`src/rtl/frame_buffer.sv`:
```
// Double-buffered 32x16 RGB pixel store: producer fills the back bank, panel scan reads the front bank,
// and the banks swap only on frame_done. Optional build macro CLEAR_ON_SWAP_EN zeroes the back bank after each swap.
module frame_buffer #(
  parameter int COL_W   = 5,
  parameter int ROW_W   = 3,
  parameter int COLOR_W = 3
) (
  input  logic               clk,
  input  logic               reset,
  input  logic               wr_en,
  input  logic [COL_W-1:0]   wr_x,
  input  logic [ROW_W:0]     wr_y,
  input  logic [COLOR_W-1:0] wr_rgb,
  input  logic               swap_req,
  input  logic               frame_done,
  input  logic [COL_W-1:0]   rd_col,
  input  logic [ROW_W-1:0]   rd_row,
  output logic [COLOR_W-1:0] LED_Top,
  output logic [COLOR_W-1:0] LED_Bottom,
  output logic               busy,
  output logic               swap_done,
  output logic               front_bank
);

  localparam int ADDR_W = COL_W + ROW_W;
  localparam int DEPTH  = 2**ADDR_W;

  typedef enum logic [1:0] {S_IDLE, S_PENDING, S_CLEAR} state_t;

`ifdef CLEAR_ON_SWAP_EN
  localparam state_t RESET_STATE = S_CLEAR;
  localparam state_t AFTER_SWAP  = S_CLEAR;
`else
  localparam state_t RESET_STATE = S_IDLE;
  localparam state_t AFTER_SWAP  = S_IDLE;
`endif

  state_t             r_state;
  state_t             w_state_next;
  logic               r_front_bank;
  logic               r_swap_done;
  logic [COLOR_W-1:0] r_led_top;
  logic [COLOR_W-1:0] r_led_bot;
  logic               w_busy;
  logic               w_clearing;
  logic               w_swap_edge;
  logic               w_clr_all;
  logic               w_clr_last;
  logic [ADDR_W-1:0]  w_clr_addr;
  logic [ADDR_W-1:0]  w_wr_addr;
  logic [ADDR_W-1:0]  w_rd_addr;
  logic               w_wr_ok;
  logic [COLOR_W-1:0] w_rd_data [4];

  // NOTE: sequential state uses non-blocking assignments so every register samples pre-edge values.
  always_ff @(posedge clk) begin
    if (reset) r_state <= RESET_STATE;
    else       r_state <= w_state_next;
  end

  always_comb begin
    // NOTE: default assignment first so no path leaves w_state_next unassigned (no latch).
    w_state_next = r_state;
    case (r_state)
      S_IDLE:    if (swap_req)   w_state_next = S_PENDING;
      S_PENDING: if (frame_done) w_state_next = AFTER_SWAP;
      S_CLEAR:   if (w_clr_last) w_state_next = S_IDLE;
      default:                   w_state_next = S_IDLE;
    endcase
  end

  always_comb begin
    w_busy      = (r_state != S_IDLE);
    w_clearing  = (r_state == S_CLEAR);
    w_swap_edge = (r_state == S_PENDING) && frame_done;
  end

  always_ff @(posedge clk) begin
    if (reset) begin
      r_front_bank <= 1'b0;
      r_swap_done  <= 1'b0;
    end else begin
      r_swap_done <= w_swap_edge;
      if (w_swap_edge) r_front_bank <= ~r_front_bank;
    end
  end

`ifdef CLEAR_ON_SWAP_EN
  logic [ADDR_W-1:0] r_clr_addr;
  logic              r_clr_all;

  // The post-reset pass wipes all four arrays; post-swap passes touch only the new back bank.
  always_ff @(posedge clk) begin
    if (reset) begin
      r_clr_addr <= '0;
      r_clr_all  <= 1'b1;
    end else begin
      if (w_clearing)  r_clr_addr <= r_clr_addr + ADDR_W'(1);
      if (w_swap_edge) r_clr_all  <= 1'b0;
    end
  end

  assign w_clr_addr = r_clr_addr;
  assign w_clr_all  = r_clr_all;
  assign w_clr_last = (r_clr_addr == '1);
`else
  assign w_clr_addr = '0;
  assign w_clr_all  = 1'b0;
  assign w_clr_last = 1'b1;
`endif

  assign w_wr_addr = {wr_y[ROW_W-1:0], wr_x};
  assign w_rd_addr = {rd_row, rd_col};
  assign w_wr_ok   = wr_en && !w_busy;

  // Array index g: bit 1 = bank, bit 0 = half (0 top, 1 bottom).
  for (genvar g = 0; g < 4; g++) begin : g_mem
    localparam logic BANK = 1'((g >> 1) & 1);
    localparam logic HALF = 1'(g & 1);

    logic [COLOR_W-1:0] r_mem [DEPTH];
    logic               w_we;
    logic [ADDR_W-1:0]  w_addr;
    logic [COLOR_W-1:0] w_data;

    assign w_we   = w_clearing ? (w_clr_all || (r_front_bank != BANK))
                               : (w_wr_ok && (r_front_bank != BANK) && (wr_y[ROW_W] == HALF));
    assign w_addr = w_clearing ? w_clr_addr : w_wr_addr;
    assign w_data = w_clearing ? '0 : wr_rgb;

    // NOTE: storage arrays carry no reset so they map onto RAM primitives.
    always_ff @(posedge clk) begin
      if (w_we) r_mem[w_addr] <= w_data;
    end

    assign w_rd_data[g] = r_mem[w_rd_addr];
  end

  always_ff @(posedge clk) begin
    if (reset) begin
      r_led_top <= '0;
      r_led_bot <= '0;
    end else begin
      r_led_top <= w_rd_data[{r_front_bank, 1'b0}];
      r_led_bot <= w_rd_data[{r_front_bank, 1'b1}];
    end
  end

  assign LED_Top    = r_led_top;
  assign LED_Bottom = r_led_bot;
  assign busy       = w_busy;
  assign swap_done  = r_swap_done;
  assign front_bank = r_front_bank;

endmodule

```
`config.mk`:
```
export PLATFORM = sky130hd
export DESIGN_NAME = frame_buffer
export DESIGN_NICKNAME = d
export VERILOG_FILES = /design/src/rtl/frame_buffer.sv
export SDC_FILE = /design/constraint.sdc
export NUM_CORES = 2
export LEC_CHECK = 0
export BUFFER_PORTS_ARGS = -buffer_cell sky130_fd_sc_hd__buf_2
export CORE_MARGIN = 5
export CORE_UTILIZATION = 45
export CTS_BUF_LIST = sky130_fd_sc_hd__clkbuf_4 sky130_fd_sc_hd__clkbuf_8
export DETAILED_ROUTE_END_ITERATION = 7
export SYNTH_ARGS = -nofsm -noshare
export SYNTH_HDL_FRONTEND = slang
export SYNTH_SLANG_ARGS = --single-unit
```
`constraint.sdc`:
```
create_clock -name clk -period 3.55 [get_ports clk]
set_input_delay 0.71 -clock clk [delete_from_list [all_inputs] [get_ports clk]]
set_output_delay 0.71 -clock clk [all_outputs]
set_load 0.01 [all_outputs]
```
# Yosys cells after proc, flatten, opt, wreduce, memory -nomap -nowiden
# Memories as Yosys holds them, arrays and structs flattened.
# Index checks and enable logic that the tools add are counted.
[word_totals]
reg_bits = 10
ramBits = 3072
input_bits = 25
out_inout_bits = 9
elab_cells = 54
memories = 4
[classes]
order_cmp = 2
eq_ne = 4
n_mux = 23
bitwise_logic = 4
reduce_logical = 12
[mem_list]
columns = ["name", "depth", "width", "rd", "rd_ports_with_merged_regs", "wr", "line", "text"]
rows = [
  ["g_mem[0].r_mem", 256, 3, 1, 0, 1, "121", "logic [COLOR_W-1:0] r_mem [DEPTH];"],
  ["g_mem[1].r_mem", 256, 3, 1, 0, 1, "121", ""],
  ["g_mem[2].r_mem", 256, 3, 1, 0, 1, "121", ""],
  ["g_mem[3].r_mem", 256, 3, 1, 0, 1, "121", ""],
]
[op_table]
columns = ["op", "count"]
rows = [
  ["2-to-1 mux 3 bit", 5],
  ["binary-select mux 3 bit (select 2 bit)", 2],
  ["2-to-1 mux 1 bit", 12],
  ["logical AND 1 bit", 8],
  ["2-to-1 mux 8 bit", 1],
  [">= comparator 3 bit (second input constant)", 2],
  ["inverter 2 -> 3 bit", 2],
  ["2-to-1 mux 2 bit", 2],
  ["!= test 2 bit (second input constant)", 2],
  ["case mux 2 bit (2 select lines)", 1],
  ["equality test 2 x 1 -> 1 bit (second input constant)", 1],
  ["equality test 2 bit (second input constant)", 1],
  ["logical NOT 2 bit", 1],
  ["inverter 1 bit", 2],
  ["AND reduction 2 bit", 1],
  ["nonzero test 2 bit", 1],
  ["logical NOT 1 bit", 1],
]

# Depth between registers and ports, before layout
[logic_depth]
ltp_word = 8
mapped_depth = 15
depth_no_buf = 8

# Least setup slack after synthesis
# No wires, ideal clock.
[synth_timing]
path_kind = "input-to-reg"
start = "input port rd_col[0]"
end = "register r_led_top[0] (netlist: LED_Top[0])"
setup_ns = 0.120
arrival_ns = 2.923
required_time_ns = 3.430
slack_ns = 0.507
stages = 9
path_buffers = 4
path_cell_list = "buf_6 > buf_12 > buf_6 > buf_2 > mux4_2 > mux4_2 > o22ai_1 > nor3_1 > a211o_1"
[synth_between]
elab_chain_len = 4
word_cells_on_any_way = 7
classes_between = "3 x mux; 4 x memory"
[synth_lines]
columns = ["element", "line", "text"]
rows = [
  ["from (decl)", "16", "input logic [COL_W-1:0] rd_col,"],
  ["memory read (256 x 3 bit)", "-", ""],
  ["binary-select mux 3 bit (select 2 bit) (*)", "144", "r_led_top <= w_rd_data[{r_front_bank, 1'b0}];"],
  ["2-to-1 mux 3 bit (not written as such) (*) (2 in a row)", "144", ""],
  ["to (signal assigned)", "144", ""],
  ["to (decl)", "42", "logic [COLOR_W-1:0] r_led_top;"],
]
# Mark *: on every way between the ends. The rest lies on a longest branch, timed or not. The select of a mux whose other input is x is not followed.
# A chain may end at the register's enable or synchronous reset.

# Worst setup path in the final report
# Same ends and word-level chain as after synthesis.

==> report_table.html <==
<table>
<tr><th>Metric</th><th>Value</th></tr>
<tr><th colspan="2">Global route</th></tr>
<tr><td>Remaining global-route overflow</td><td>0</td></tr>
<tr><td>Via count of the first global-routing pass</td><td>68861</td></tr>
<tr><td>Maximum number of pins on one net before global-route repair</td><td>167</td></tr>
<tr><td>Overall track demand over capacity in global routing</td><td>23.0%</td></tr>
<tr><td>Initial antenna violation count</td><td>22</td></tr>
<tr><td>Global-route wire length before repair</td><td>482000 µm</td></tr>
<tr><th colspan="2">Flow run</th></tr>
<tr><td>Max cap viols</td><td>0</td></tr>
<tr><th colspan="2">Pwr</th></tr>
<tr><td>PD cells</td><td>520 mW/mm²</td></tr>
<tr><td>Leakage</td><td>44.3 nW</td></tr>
<tr><td>Peak supply drop</td><td>300 µV</td></tr>
<tr><td>Total Power Consumption</td><td>73.2 mW</td></tr>
<tr><th colspan="2">Placed design</th></tr>
<tr><td>Final RePlAce weighted congestion</td><td>0.861</td></tr>
<tr><td>Standard cell area after detailed placement</td><td>0.132 mm²</td></tr>
<tr><td>Post-placement worst setup slack</td><td>-1080 ps</td></tr>
<tr><td>Detailed placer's ending HPWL</td><td>224000 µm</td></tr>
<tr><td>IO buf count</td><td>33</td></tr>
<tr><td>Number of cells in the design after placement</td><td>10413</td></tr>
<tr><th colspan="2">Clock network</th></tr>
<tr><td>Deepest level of the CTS H-tree</td><td>5</td></tr>
<tr><td>Sink count of the clock tree</td><td>3081</td></tr>
<tr><td>Clock tree from TritonCTS</td><td>built</td></tr>
<tr><td>Clock buffers created by TritonCTS</td><td>487</td></tr>
<tr><td>CTS Buffer Depth</td><td>4</td></tr>
<tr><td>Clock transition at the registers of the reported paths</td><td>60 ps</td></tr>
<tr><td>Insertion delay to the later sink of the worst-skew pair</td><td>1060 ps</td></tr>
<tr><td>Setup bufs post-CTS</td><td>0</td></tr>
<tr><td>Buffer cell driving the clock tree root</td><td>clkbuf_8</td></tr>
<tr><th colspan="2">Yosys</th></tr>
<tr><td>Cell Area, Synth</td><td>0.124 mm²</td></tr>
<tr><td>YS warnings</td><td>0</td></tr>
<tr><td>Top flip-flop cell by instance count after synthesis</td><td>edfxtp_1</td></tr>
<tr><td>Average size of a mapped cell</td><td>18.6 µm²</td></tr>
<tr><td>Proportion of synthesized chip area in sequential cells</td><td>74.8%</td></tr>
<tr><td>Dominant cells by area after synthesis</td><td>edfxtp_1 75%, mux4_2 12%, nor2_1 3.3%</td></tr>
<tr><td>Fraction of registers with async set/reset</td><td>0%</td></tr>
<tr><td>Post-Syn Nets</td><td>6674</td></tr>
<tr><td>Number of distinct library cells after synthesis</td><td>62</td></tr>
<tr><td>Number of flip-flops and latches in the synthesized netlist</td><td>3081</td></tr>
<tr><td>Cell type with the highest aggregate area in the netlist</td><td>edfxtp_1</td></tr>
<tr><td>Area share of the largest cell type after synthesis</td><td>74.7%</td></tr>
<tr><td>Post-synth EDFFs</td><td>3072</td></tr>
<tr><td>Synthesized instance count</td><td>6649</td></tr>
<tr><th colspan="2">Layout</th></tr>
<tr><td>Final standard cell area without fillers</td><td>0.141 mm²</td></tr>
<tr><td>Most common cell after layout, fill and taps aside</td><td>edfxtp_1</td></tr>
<tr><td>Filler-free cell count of the finished design</td><td>11283</td></tr>
<tr><td>Post-layout net count</td><td>7342</td></tr>
<tr><td>Area growth, synth to finish</td><td>13.9%</td></tr>
<tr><td>Highest-count cells in the layout ignoring fill and taps</td><td>3072 x edfxtp_1, 1085 x nor2_1, 668 x mux4_2</td></tr>
<tr><td>Layout cell share with drive strength beyond 1</td><td>26.7%</td></tr>
<tr><th colspan="2">Worst setup path</th></tr>
<tr><td>Nature of the critical path endpoint</td><td>register</td></tr>
<tr><td>Worst setup path class</td><td>input pin to register</td></tr>
<tr><td>CP startpoint kind</td><td>input pin</td></tr>
<tr><td>Worst endpoint data arrival time</td><td>4370 ps</td></tr>
<tr><td>Biggest fanout along the worst timing path</td><td>34</td></tr>
<tr><td>Required time reported for the critical path endpoint</td><td>4550 ps</td></tr>
<tr><th colspan="2">Route</th></tr>
<tr><td>Wire length per cell</td><td>29.5 µm</td></tr>
<tr><td>WL final</td><td>333000 µm</td></tr>
<tr><td>Number of vias in the routed layout</td><td>66926</td></tr>
<tr><td>Routed via count divided by cell count</td><td>5.93</td></tr>
<tr><td>Number of remaining DRC errors</td><td>0</td></tr>
<tr><td>Number of DRC markers after the initial detailed-route iteration</td><td>7973</td></tr>
<tr><td>Number of detailed-routing iterations run before antenna repair</td><td>8</td></tr>
<tr><td>Post-DRT Antenna Nets</td><td>0</td></tr>
<tr><th colspan="2">Die</th></tr>
<tr><td>Horizontal die dimension</td><td>534 µm</td></tr>
<tr><td>Std-Cell Core Area</td><td>0.273 mm²</td></tr>
<tr><td>Floorplan die area</td><td>0.285 mm²</td></tr>
<tr><td>Effective utilization at floorplan</td><td>45.2%</td></tr>
<tr><td>Io pins</td><td>34</td></tr>
<tr><td>Row Count</td><td>192</td></tr>
<tr><td>Chip Height</td><td>534 µm</td></tr>
<tr><th colspan="2">Timing</th></tr>
<tr><td>Fraction of the cycle the final worst path needs</td><td>95.2%</td></tr>
<tr><td>Final worst path period need</td><td>3380 ps</td></tr>
<tr><td>Timing-limited maximum frequency</td><td>0.296 GHz</td></tr>
<tr><td>RSZ-0062 raised after global routing</td><td>false</td></tr>
<tr><td>Total setup violations reported at the end of the flow</td><td>0</td></tr>
<tr><td>Final number of hold-violating endpoints</td><td>0</td></tr>
<tr><td>Setup ws final</td><td>171 ps</td></tr>
<tr><td>Worst-Margin Slew</td><td>974 ps</td></tr>
<tr><td>Largest clock skew in the final design</td><td>119 ps</td></tr>
<tr><td>Worst slew margin relative to its limit</td><td>34.5%</td></tr>
<tr><td>Number of max-slew violations in the final report</td><td>0</td></tr>
<tr><th colspan="2">Hold path</th></tr>
<tr><td>Class of the worst hold path</td><td>input pin to register</td></tr>
<tr><th colspan="2">Outcome</th></tr>
<tr><td>Status</td><td>completed</td></tr>
</table>
-- cell families (layout without fill, tap and decap cells) --
group	Yosys count	in the layout	share of synthesized area (%)
flops	3081	3081	74.8
simple gates	1607	1607	5.12
buf+inv	436	1468	2.11
xor+xnor	1	1	0.00709
other cells	0	13	0
compound gates	524	524	2.94
mux	1000	1000	15.0
-- power breakdown --
group	total (mW)	switching, mW	internal (mW)
combinational	4.35	2.71	1.64
sequential	40.1	0.0358	40.0
clock	28.8	13.7	15.1
-- flip-flops by register name, summed over array words and instances, names as in the netlist --
register and cells:
LED_Bottom 3, LED_Top 3, front_bank 1, g_mem.r_mem 3072, r_state 1, swap_done 1
-- stage by stage --
step           setup TNS [ps]  utilization (%)  hold WS [ps]
3_3_place_gp            -4260             48.1           519
4_1_cts                     0             51.5          34.7
3_5_place_dp            -4290             48.1           545
2_1_floorplan               0                -           529
6_report                    0             51.5           111
5_1_grt                     0             51.5          50.5
-- layout make-up --
cell class / count / area [µm²]
inverters: 7 / 38.8
clock buffers: 644 / 7910
clock inverters: 209 / 1230
well taps: 3589 / 4490
repair buffers: 608 / 5920
multi-input cells: 3132 / 28700
diodes: 13 / 32.5
flip-flops and latches: 3081 / 92400
fillers: 22019 / 133000
-- routing by layer --
| layer | wire length (µm) | GRT usage (%) | vias up | share of wire (%) |
|---|---|---|---|---|
| met3 | 29300 | 4.65 | 628 | 8.8 |
| met1 | 132000 | 31.7 | 35048 | 40 |
| met2 | 160000 | 37.3 | 3155 | 48 |
| met4 | 10900 | 7.07 | 2 | 3.3 |
| met5 | 20 | 0 | - | 0.0060 |
| li1 | - | - | 28093 | - |
-- timing repair --
| item | 4_1_cts | 5_1_grt |
|---|---|---|
| hold buffers | 4 | 0 |
| endpoints found under the setup margin | 0 | 1 |
| gates resized for setup | 0 | 1 |
| hold endpoints to repair | 11 | 0 |
-- synth_stat cells, types with 6 or more instances --
library cell / number
buf_1: 28
a211oi_1: 17
mux4_1: 9
buf_12: 8
a22oi_1: 71
dfxtp_1: 9
nand3_1: 28
nor3_1: 58
buf_8: 13
clkbuf_1: 236
or3_1: 7
a21oi_1: 107
nand2b_1: 13
o21ai_0: 57
mux2i_1: 306
o221ai_1: 117
edfxtp_1: 3072
and3_1: 10
a221oi_1: 15
a221o_1: 6
nand2_1: 355
buf_2: 41
a31oi_1: 6
mux4_2: 668
o22ai_1: 87
buf_4: 35
mux2_2: 17
buf_6: 62
nor2_1: 1097
nor4_1: 14
and2_1: 6
-- critical path, stage by stage --
cell	delay, ps
buf_12	190
buf_4	260
buf_12	280
mux2i_1	120
o221ai_1	280
o22ai_1	170
buf_4	170
a221oi_1	500
o311ai_0	280
buf_4	230
nor4_1	640
buf_4	230
and3_1	160
a211o_1	100
-- final timing paths --
path,from,endpoint,slack (ps),cells past startpoint
worst max-delay path,rd_col[0],LED_Top[0],170,14
worst min-delay path,wr_rgb[1],g_mem[0].r_mem[38][1],110,1
worst max register to register,g_mem[3].r_mem[25][1],LED_Bottom[1],310,10
worst min register to register,r_state[0],swap_done,540,2
(Power assumes the default switching activity.)
